<file path="src/rtl/hamming_serial_rx.sv">
// UART-style deserializer for 7-bit Hamming codewords (start, 7 data LSB first, stop).
// Emits the captured codeword with a one-cycle code_valid, or a one-cycle frame_err on a bad stop bit.
module hamming_serial_rx #(
  parameter int unsigned CLKS_PER_BIT = 16,
  parameter logic        IDLE_LEVEL   = 1'b1
) (
  input  logic       clk,
  input  logic       rst,
  input  logic       rx_in,
  output logic [6:0] code_out,
  output logic       code_valid,
  output logic       frame_err,
  output logic       busy
);

  localparam int unsigned CW = $clog2(CLKS_PER_BIT);
  localparam logic [CW-1:0] FULL_M1 = CW'(CLKS_PER_BIT - 1);
  localparam logic [CW-1:0] HALF_M1 = CW'(CLKS_PER_BIT / 2 - 1);
  localparam logic          START_LEVEL = ~IDLE_LEVEL;

  typedef enum logic [2:0] {
    S_IDLE,
    S_START,
    S_DATA,
    S_STOP,
    S_WAIT_IDLE
  } state_t;

  state_t        state_q, state_d;
  logic          rx_meta_q, rx_s_q;
  logic [CW-1:0] clk_cnt_q, clk_cnt_d;
  logic [2:0]    bit_cnt_q, bit_cnt_d;
  logic [6:0]    shift_q, shift_d;
  logic [6:0]    code_q, code_d;
  logic          valid_q, valid_d;
  logic          err_q, err_d;

  always_ff @(posedge clk) begin
    if (rst) begin
      rx_meta_q <= IDLE_LEVEL;
      rx_s_q    <= IDLE_LEVEL;
      state_q   <= S_IDLE;
      clk_cnt_q <= '0;
      bit_cnt_q <= '0;
      shift_q   <= '0;
      code_q    <= '0;
      valid_q   <= 1'b0;
      err_q     <= 1'b0;
    end else begin
      rx_meta_q <= rx_in;
      rx_s_q    <= rx_meta_q;
      state_q   <= state_d;
      clk_cnt_q <= clk_cnt_d;
      bit_cnt_q <= bit_cnt_d;
      shift_q   <= shift_d;
      code_q    <= code_d;
      valid_q   <= valid_d;
      err_q     <= err_d;
    end
  end

  always_comb begin
    state_d   = state_q;
    clk_cnt_d = clk_cnt_q;
    bit_cnt_d = bit_cnt_q;
    shift_d   = shift_q;
    code_d    = code_q;
    valid_d   = 1'b0;
    err_d     = 1'b0;
    case (state_q)
      S_IDLE: begin
        if (rx_s_q == START_LEVEL) begin
          state_d   = S_START;
          clk_cnt_d = '0;
        end
      end
      S_START: begin
        // Re-check at mid start bit so short glitches are rejected
        if (clk_cnt_q == HALF_M1) begin
          clk_cnt_d = '0;
          bit_cnt_d = '0;
          state_d   = (rx_s_q == START_LEVEL) ? S_DATA : S_IDLE;
        end else begin
          clk_cnt_d = clk_cnt_q + 1'b1;
        end
      end
      S_DATA: begin
        if (clk_cnt_q == FULL_M1) begin
          clk_cnt_d = '0;
          shift_d   = {rx_s_q, shift_q[6:1]};
          bit_cnt_d = bit_cnt_q + 3'd1;
          if (bit_cnt_q == 3'd6) state_d = S_STOP;
        end else begin
          clk_cnt_d = clk_cnt_q + 1'b1;
        end
      end
      S_STOP: begin
        if (clk_cnt_q == FULL_M1) begin
          clk_cnt_d = '0;
          if (rx_s_q == IDLE_LEVEL) begin
            code_d  = shift_q;
            valid_d = 1'b1;
            state_d = S_IDLE;
          end else begin
            err_d   = 1'b1;
            state_d = S_WAIT_IDLE;
          end
        end else begin
          clk_cnt_d = clk_cnt_q + 1'b1;
        end
      end
      S_WAIT_IDLE: begin
        if (rx_s_q == IDLE_LEVEL) state_d = S_IDLE;
      end
      default: state_d = S_IDLE;
    endcase
  end

  assign code_out   = code_q;
  assign code_valid = valid_q;
  assign frame_err  = err_q;
  assign busy       = (state_q != S_IDLE);

endmodule

</file>
<file path="config.mk">
export PLATFORM = sky130hd
export DESIGN_NAME = hamming_serial_rx
export DESIGN_NICKNAME = d
export VERILOG_FILES = /design/src/rtl/hamming_serial_rx.sv
export SDC_FILE = /design/constraint.sdc
export NUM_CORES = 1
export LEC_CHECK = 0
export ABC_AREA = 1
export ABC_CLOCK_PERIOD_IN_PS = 1700
export CAP_MARGIN = 20
export CORE_UTILIZATION = 54
export CTS_BUF_LIST = sky130_fd_sc_hd__clkbuf_4 sky130_fd_sc_hd__clkbuf_8 sky130_fd_sc_hd__clkbuf_16
export CTS_CLUSTER_SIZE = 24
export DETAILED_ROUTE_END_ITERATION = 8
export GPL_TIMING_DRIVEN = 0
export PLACE_DENSITY = 0.77
export SLEW_MARGIN = 30
export SYNTH_ARGS = -nofsm -noshare
export SYNTH_HDL_FRONTEND = slang
export SYNTH_SLANG_ARGS = --single-unit
</file>
<file path="constraint.sdc">
create_clock -name clk -period 1.7 [get_ports clk]
set_input_delay 0.425 -clock clk [delete_from_list [all_inputs] [get_ports clk]]
set_output_delay 0.425 -clock clk [all_outputs]
set_load 0.02 [all_outputs]
</file>
# Yosys cells after proc, flatten, opt, wreduce, memory -nomap -nowiden
# Index checks and enable logic that the tools add are counted.
[totals]
regBits = 28
input_bits = 3
output_inout_bits = 10
elab_cells = 55
[classes]
add_sub_neg = 2
n_eq_ne = 13
n_mux = 18
bitwise = 2
n_reduce_logical = 11
[ops]
columns = ["op", "count"]
rows = [
  ["two-way mux 3 bit", 9],
  ["case mux 3 bit (5 select lines)", 1],
  ["two-way mux 4 bit", 3],
  ["!= test 2 bit, second input constant", 6],
  ["case mux 4 bit (3 select lines)", 1],
  ["equality test 3 x 2 -> 1 bit, second input constant", 2],
  ["equality test 3 bit, second input constant", 2],
  ["case mux 3 bit (2 select lines)", 1],
  ["AND reduction 3 bit", 2],
  ["AND reduction 6 bit", 1],
  ["nonzero test 3 bit", 2],
  ["adder 4 x 1 -> 4 bit, second input constant", 1],
  ["equality test 4 x 3 -> 1 bit, second input constant", 1],
  ["equality test 4 bit, second input constant", 1],
  ["AND reduction 2 bit", 2],
  ["adder 3 x 1 -> 3 bit, second input constant", 1],
  ["equality test 3 x 1 -> 1 bit, second input constant", 1],
  ["zero test 3 bit", 1],
  ["OR reduction 3 bit", 1],
  ["two-way mux 1 bit", 2],
  ["two-way mux 2 bit", 1],
  ["NOT 1 bit", 2],
  ["nonzero test 2 bit", 1],
  ["OR reduction 2 bit", 1],
]

# Longest topological paths before layout
# Gate-level depths: netlist (run 1).
[depth]
ltp_word = 4
mapped_depth = 9
mapped_depth_nobuf = 9

# Least setup slack after synthesis (run 1)
# No wires, ideal clock.
[synth_timing]
path_type = "register to register"
startpoint = "register clk_cnt_q[0]"
endpoint = "register shift_q[6]"
setup_time_ns = 0.119
arrival_time_ns = 1.197
required_time_ns = 1.581
slack_ns = 0.384
stages_incl_launch_ff = 8
path_buffers = 1
synth_period_minus_slack_ns = 1.316
path_cell_list = "dfxtp_1 > ha_1 > nand3_2 > inv_1 > nand2_2 > buf_6 > o21ai_0 > a21oi_1"
[synth_via]
elab_chain_cells = 2
[synth_lines]
columns = ["element", "line", "rtl"]
rows = [
  ["start: declaration", "31", "logic [CW-1:0] clk_cnt_q, clk_cnt_d;"],
  ["start signal: assignment", "53", "clk_cnt_q <= clk_cnt_d;"],
  ["equality test 4 bit", "88", "if (clk_cnt_q == FULL_M1) begin"],
  ["AND reduction 2 bit (no line)", "n/a", ""],
  ["end signal: assignment", "55", "shift_q <= shift_d;"],
  ["end: declaration", "33", "logic [6:0] shift_q, shift_d;"],
]
# Every way passes these cells.
# A chain may end at the register's enable or synchronous reset.

# Worst setup path after layout (run 1)
[layout_timing]
startpoint = "register state_q[1]"
endpoint = "output busy"
[layout_via]
elab_chain_cells = 1
[layout_lines]
columns = ["element", "line", "rtl"]
rows = [
  ["start: declaration", "29", "state_t state_q, state_d;"],
  ["start signal: assignment", "52", "state_q <= state_d;"],
  ["nonzero test 3 bit", "122", "assign busy = (state_q != S_IDLE);"],
  ["end: declaration", "13", "output logic busy"],
]
# Every way passes these cells.

==> impl_metrics.yaml, run 1 <==
setup_path:
  worstSetupEndpointType: "output pin"
  regToRegStartpoint: "clk_cnt_q[1]"
  slowest_delay_ps: 470
  worst-path-max-fanout: 7
  cp-start-kind: "flop"
  r2r-end: "shift_q[2]"
  critPathArrivalTime_ps: 1210
  setup.worst_path.class: "reg2out"
  critPathSlowestCell: "dfxtp_2"
  crit_path_cell_trace: "nor2_4 > nand2_1 > clkdlybuf4s15_1"
  cp.required_ps: 1270
  rr_worst_depth: 7
  r2r_setup_slack_ps: 150
clock_network:
  cts.sinks: 28
  clockBufferDepth: 2
  cts_buffers: 3
  cts_tree: "done"
  insertion_delay_ps: 340
  clk_pin_slew_ps: 160
  h-tree-depth: 1
  root_buffer: "clkbuf_4"
  hold_buffers: 0
cells_and_area:
  fin_nets: 187
  multiInputGateArea_um2: 586
  fill_cells: 170
  stdcell_area_mm2: 0.00145
  antenna_cells: 0
  final_common_cell: "nor2_1"
  drive_above_1_share_pct: 14.4
  final_cell_mix: "nor2_1, dfxtp_1, nand2_1"
  areaGrowthSynthToFinish_pct: 18.6
  register_area_um2: 571
placed_design:
  placed_area_mm2: 0.00138
  place_congestion: 0.757
  port_buffers: 12
  post-dp-hpwl_mm: 1.71
routing:
  via_per_inst: 5.38
  drtIter0Drc: 20
  wl_per_cell_um: 11.7
  antenna_left: 0
  via_count: 1113
  drc: 0
  firstDrtPassIters: 4
  drt-total-wl_mm: 2.42
run:
  cap_violations: 0
global_route:
  gr-total-overflow: 0
  grt_pass1_wl_mm: 3.98
  grt_pass1_vias: 937
  antenna_found_initial: 0
  grt_max_degree: 17
  grt_usage_pct: 20.7
hold_path:
  hold_end: "rx_s_q"
  min_path_type: "reg2reg"
  hp-start: "rx_meta_q"
  worstHoldPathCells: 1
synth:
  synthTopCellsByArea: "dfxtp_1, nor2_1, nand2_1, a21oi_1, nand3_1"
  synth_top_area_share_pct: 45.8
  ys_ff_latch: 28
  yosys_warnings: 0
  yosysTopAreaCell: "dfxtp_1"
  syn_area_mm2: 0.00122
  yosysSeqAreaShare_pct: 45.8
  synth_nets: 169
  synth_cell_type_count: 23
  postSynthCellCount: 163
  syn_area_per_cell_um2: 7.51
die:
  rows: 16
  coreArea_mm2: 0.00204
  io_pins: 13
  die_w_um: 49.6
  die_area_mm2: 0.00246
  dieHeight_um: 49.6
  start_util_pct: 60.0
timing:
  whs_ps: 431
  relSlewSlack_pct: 72.1
  worst_slew_pin_slew_ps: 419
  rsz0062_at_grt: "no"
  max_freq_ghz: 0.613
  final_max_slew_viol_count: 0
  skew_ps: 7.41
  setup_viol: 0
  fin_crit_sh_pct: 95.9
  hold_viol_final: 0
  fin_crit_ps: 1630
power:
  cellPowerDensity_mw_per_mm2: 1270
  power.leakage_nw: 0.646
  ir_drop_uv: 1070
  total_power_mw: 1.84
outcome:
  status: "finished, final reports clean"
## cells in the mapped netlist
master / instances
or2_2: 2
o21bai_1: 1
nor2_2: 1
or2_0: 1
ha_1: 3
nand2_2: 2
inv_2: 3
a21oi_1: 16
o21ai_0: 11
nand2_1: 23
nor2_1: 27
nand4_1: 2
o21ai_1: 1
nor2_4: 2
o21ai_2: 1
nand3_2: 3
clkbuf_1: 3
nand3_1: 15
dfxtp_1: 28
inv_1: 14
a31o_2: 1
buf_6: 1
nor3_1: 2
## stage by stage
stage / util (%) / setup TNS [ps] / std cells / worst slack (ps)
after floorplan: - / 0 / 163 / 384
after global placement: 67.5 / -532 / 202 / -87.9
after detailed placement: 67.5 / -726 / 202 / -122
after CTS: 70.2 / 0 / 206 / 8.83
after global routing: 71.1 / 0 / 207 / 20.4
final: 71.1 / 0 / 207 / 69.6
## critical path: cells and delay by family (launching register included)
kind                   cells  cell delay, ps
flip-flops                 1             470
buffers and inverters      1             290
AND/OR/NAND/NOR            2             120
## report_power, final
part	internal (mW)	switching, mW	total [mW]	leakage (nW)
combinational	0.221	0.360	0.581	0.390
sequential	0.725	0.0937	0.818	0.229
clock	0.239	0.204	0.443	0.0279
## state kept, by name (all words and copies together), names as in the netlist
name        count
rx_meta_q       1
state_q         3
bit_cnt_q       3
code_valid      1
clk_cnt_q       4
rx_s_q          1
code_out        7
frame_err       1
shift_q         7
## per-layer routing
metal / wire, um / GRT usage (%) / up-vias
met3: 134 / 2.78 / 3
li1: - / - / 570
met1: 1160 / 29.5 / 508
met5: 0 / 0 / -
met2: 1100 / 31.3 / 32
met4: 25 / 8.57 / 0
## cell families (layout without fill, tap and decap cells)
kind of cell,Yosys count,after routing,synth area share (%)
simple gates,80,80,30.6
buf+inv,21,38,7.05
flops,28,28,45.8
compound gates,31,31,13.5
fa+ha+maj,3,3,3.06
## final cells by class
type | instances | area share [%]
Buffer | 4 | 1.55
Clock buffer | 3 | 1.55
Clock inverter | 1 | 2.07
Inverter | 17 | 4.39
Multi-Input combinational cell | 114 | 40.3
Sequential cell | 28 | 39.3
Tap cell | 27 | 2.33
Timing Repair Buffer | 13 | 8.53
## how the worst max path moves through the flow
stage	start	to	slack [ps]	cells past startpoint
2_1_floorplan	clk_cnt_q[0]	shift_q[6]	380	7
4_1_cts	code_valid	code_valid	9	1
5_1_grt	state_q[0]	busy	20	3
3_5_place_dp	rst	shift_q[2]	-120	5
6_report	state_q[1]	busy	70	3
3_3_place_gp	rst	shift_q[5]	-90	5
## repair_timing
action | CTS | global route
setup endpoints to repair | 8 | 5
buffers inserted | 0 | 1
resized for setup | 13 | 6
Power figures use the tool's default switching activity.
==> run 2: changes to the inputs <==
--- a/config.mk
+++ b/config.mk
@@ -8,6 +8,7 @@
 export ABC_AREA = 1
 export ABC_CLOCK_PERIOD_IN_PS = 1700
 export CAP_MARGIN = 20
+export CORE_MARGIN = 2
 export CORE_UTILIZATION = 54
 export CTS_BUF_LIST = sky130_fd_sc_hd__clkbuf_4 sky130_fd_sc_hd__clkbuf_8 sky130_fd_sc_hd__clkbuf_16
 export CTS_CLUSTER_SIZE = 24
==> run 2 against run 1 <==
- register-to-register slack better by 60 ps
- die area increased by 8.2%
- total power fell by 2.4%
- clock-buffer cell count did not move
- fmax up 8.8%
- clock power about the same
- non-clock buffer count down 1
- worst setup slack better by 130 ps
- final cell count unchanged
- sequential share of layout area grew 0.41 points
- critical endpoint unchanged
- largest cell class unchanged
==> impl_metrics.yaml, run 2 (synthesis results as in run 1) <==
global_route:
  grt_usage_pct: 20.6
  grt_max_degree: 17
  gr-total-overflow: 0
  antenna_found_initial: 0
  grt_pass1_vias: 965
  grt_pass1_wl_mm: 4.06
die:
  start_util_pct: 56.5
  io_pins: 13
  coreArea_mm2: 0.00217
  dieHeight_um: 51.6
  die_w_um: 51.6
  die_area_mm2: 0.00267
  rows: 17
routing:
  antenna_left: 0
  drtIter0Drc: 16
  via_per_inst: 5.14
  via_count: 1065
  wl_per_cell_um: 11.4
  drt-total-wl_mm: 2.36
  firstDrtPassIters: 4
  drc: 0
timing:
  rsz0062_at_grt: "no"
  fin_crit_sh_pct: 88.2
  skew_ps: 3.47
  hold_viol_final: 0
  whs_ps: 428
  setup_viol: 0
  max_freq_ghz: 0.667
  setup_slack_ps: 201
  worst_slew_pin_slew_ps: 450
  totalNegativeSetupSlack_ps: 0
  fin_crit_ps: 1500
  final_max_slew_viol_count: 0
  relSlewSlack_pct: 70.0
cells_and_area:
  areaGrowthSynthToFinish_pct: 17.4
  antenna_cells: 0
  stdcell_area_mm2: 0.00144
  final_common_cell: "nor2_1"
  drive_above_1_share_pct: 14.5
  final_cell_mix: "nor2_1, dfxtp_1, nand2_1"
  fin_nets: 186
  fill_cells: 198
  final_cells: 207
  fin_util_pct: 66.3
clock_network:
  insertion_delay_ps: 330
  clk_pin_slew_ps: 150
  cts.sinks: 28
  h-tree-depth: 1
  root_buffer: "clkbuf_4"
  cts_tree: "done"
  cts_resized: 14
  clockBufferDepth: 2
  postCtsSetupBuffers: 0
  hold_buffers: 0
  cts_buffers: 3
placed_design:
  place_inst: 203
  place_congestion: 0.786
  port_buffers: 12
  pre_cts_ws_ps: -81.1
  placed_area_mm2: 0.00138
  post-dp-hpwl_mm: 1.78
hold_path:
  min_path_type: "reg2reg"
  hp-start: "rx_meta_q"
setup_path:
  cp.required_ps: 1270
  worst-path-max-fanout: 6
  regToRegStartpoint: "clk_cnt_q[1]"
  cp-start-kind: "flop"
  setup.worst_path.class: "reg2out"
  crit_path_cell_trace: "nor2_4 > nand2_1 > clkbuf_2"
  critPathSlowestCell: "dfxtp_4"
  worstSetupEndpointType: "output pin"
  crit_buf_inv: 1
  slowest_delay_ps: 400
  cp_top_family: "flip-flops"
  startpoint: "state_q[0]"
  critPathArrivalTime_ps: 1070
outcome:
  status: "finished, final reports clean"
run:
  cap_violations: 0
power:
  total_power_mw: 1.80
  cellPowerDensity_mw_per_mm2: 1250
  ir_drop_uv: 944
  power.leakage_nw: 0.627
==> run 2: cell types whose count changed in the layout (fill, tap and decap cells not counted), sizes merged <==
cell / delta
buf: -1
clkbuf: +1
clkdlybuf4s15: -1
dlygate4sd2: +1
dlymetal6s2s: -1
==> run 2: worst reg2reg max path, stage by stage, from the launching register on <==
cell and delay [ps]:
dfxtp_1 410, ha_1 250, nand3_2 160, inv_1 130
nand2_2 90, buf_6 150, a21oi_1 150, nor2_1 70
==> run 2: worst paths after layout <==
path	to	slack, ps	cells after the start
worst max-delay path	busy	200	3
worst min-delay path	rx_s_q	430	1
worst max register to register	bit_cnt_q[0]	210	7
worst min register to register	rx_s_q	430	1
==> run 2: cell type report <==
| type | count | area [um2] | area share, % |
|---|---|---|---|
| Multi-Input combinational cell | 114 | 586 | 40.7 |
| Timing Repair Buffer | 12 | 108 | 7.48 |
| Tap cell | 28 | 35.0 | 2.44 |
| Clock inverter | 1 | 30.0 | 2.09 |
| Sequential cell | 28 | 571 | 39.7 |
| Clock buffer | 3 | 22.5 | 1.57 |
| Inverter | 17 | 63.8 | 4.44 |
| Buffer | 4 | 22.5 | 1.57 |
==> run 2: routing by layer <==
| layer | routed length (um) | global-route usage [%] | part of all wire [%] |
|---|---|---|---|
| met1 | 1150 | 27.5 | 49 |
| met2 | 1080 | 32.5 | 46 |
| met3 | 71 | 2.59 | 3.0 |
| met4 | 51 | 10.5 | 2.2 |
| met5 | 0 | 0 | 0 |
==> run 2: power breakdown <==
part           total, mW  switching, mW  internal, mW
Combinational      0.539          0.340         0.199
Sequential         0.820         0.0949         0.725
Clock              0.440          0.201         0.239
==> run 3: changes to the inputs <==
--- a/config.mk
+++ b/config.mk
@@ -8,7 +8,6 @@
 export ABC_AREA = 1
 export ABC_CLOCK_PERIOD_IN_PS = 1700
 export CAP_MARGIN = 20
-export CORE_MARGIN = 2
 export CORE_UTILIZATION = 54
 export CTS_BUF_LIST = sky130_fd_sc_hd__clkbuf_4 sky130_fd_sc_hd__clkbuf_8 sky130_fd_sc_hd__clkbuf_16
 export CTS_CLUSTER_SIZE = 24
==> results of run 3 <==
Same layout as run 1: the final DEF is identical, and so are final timing and power.
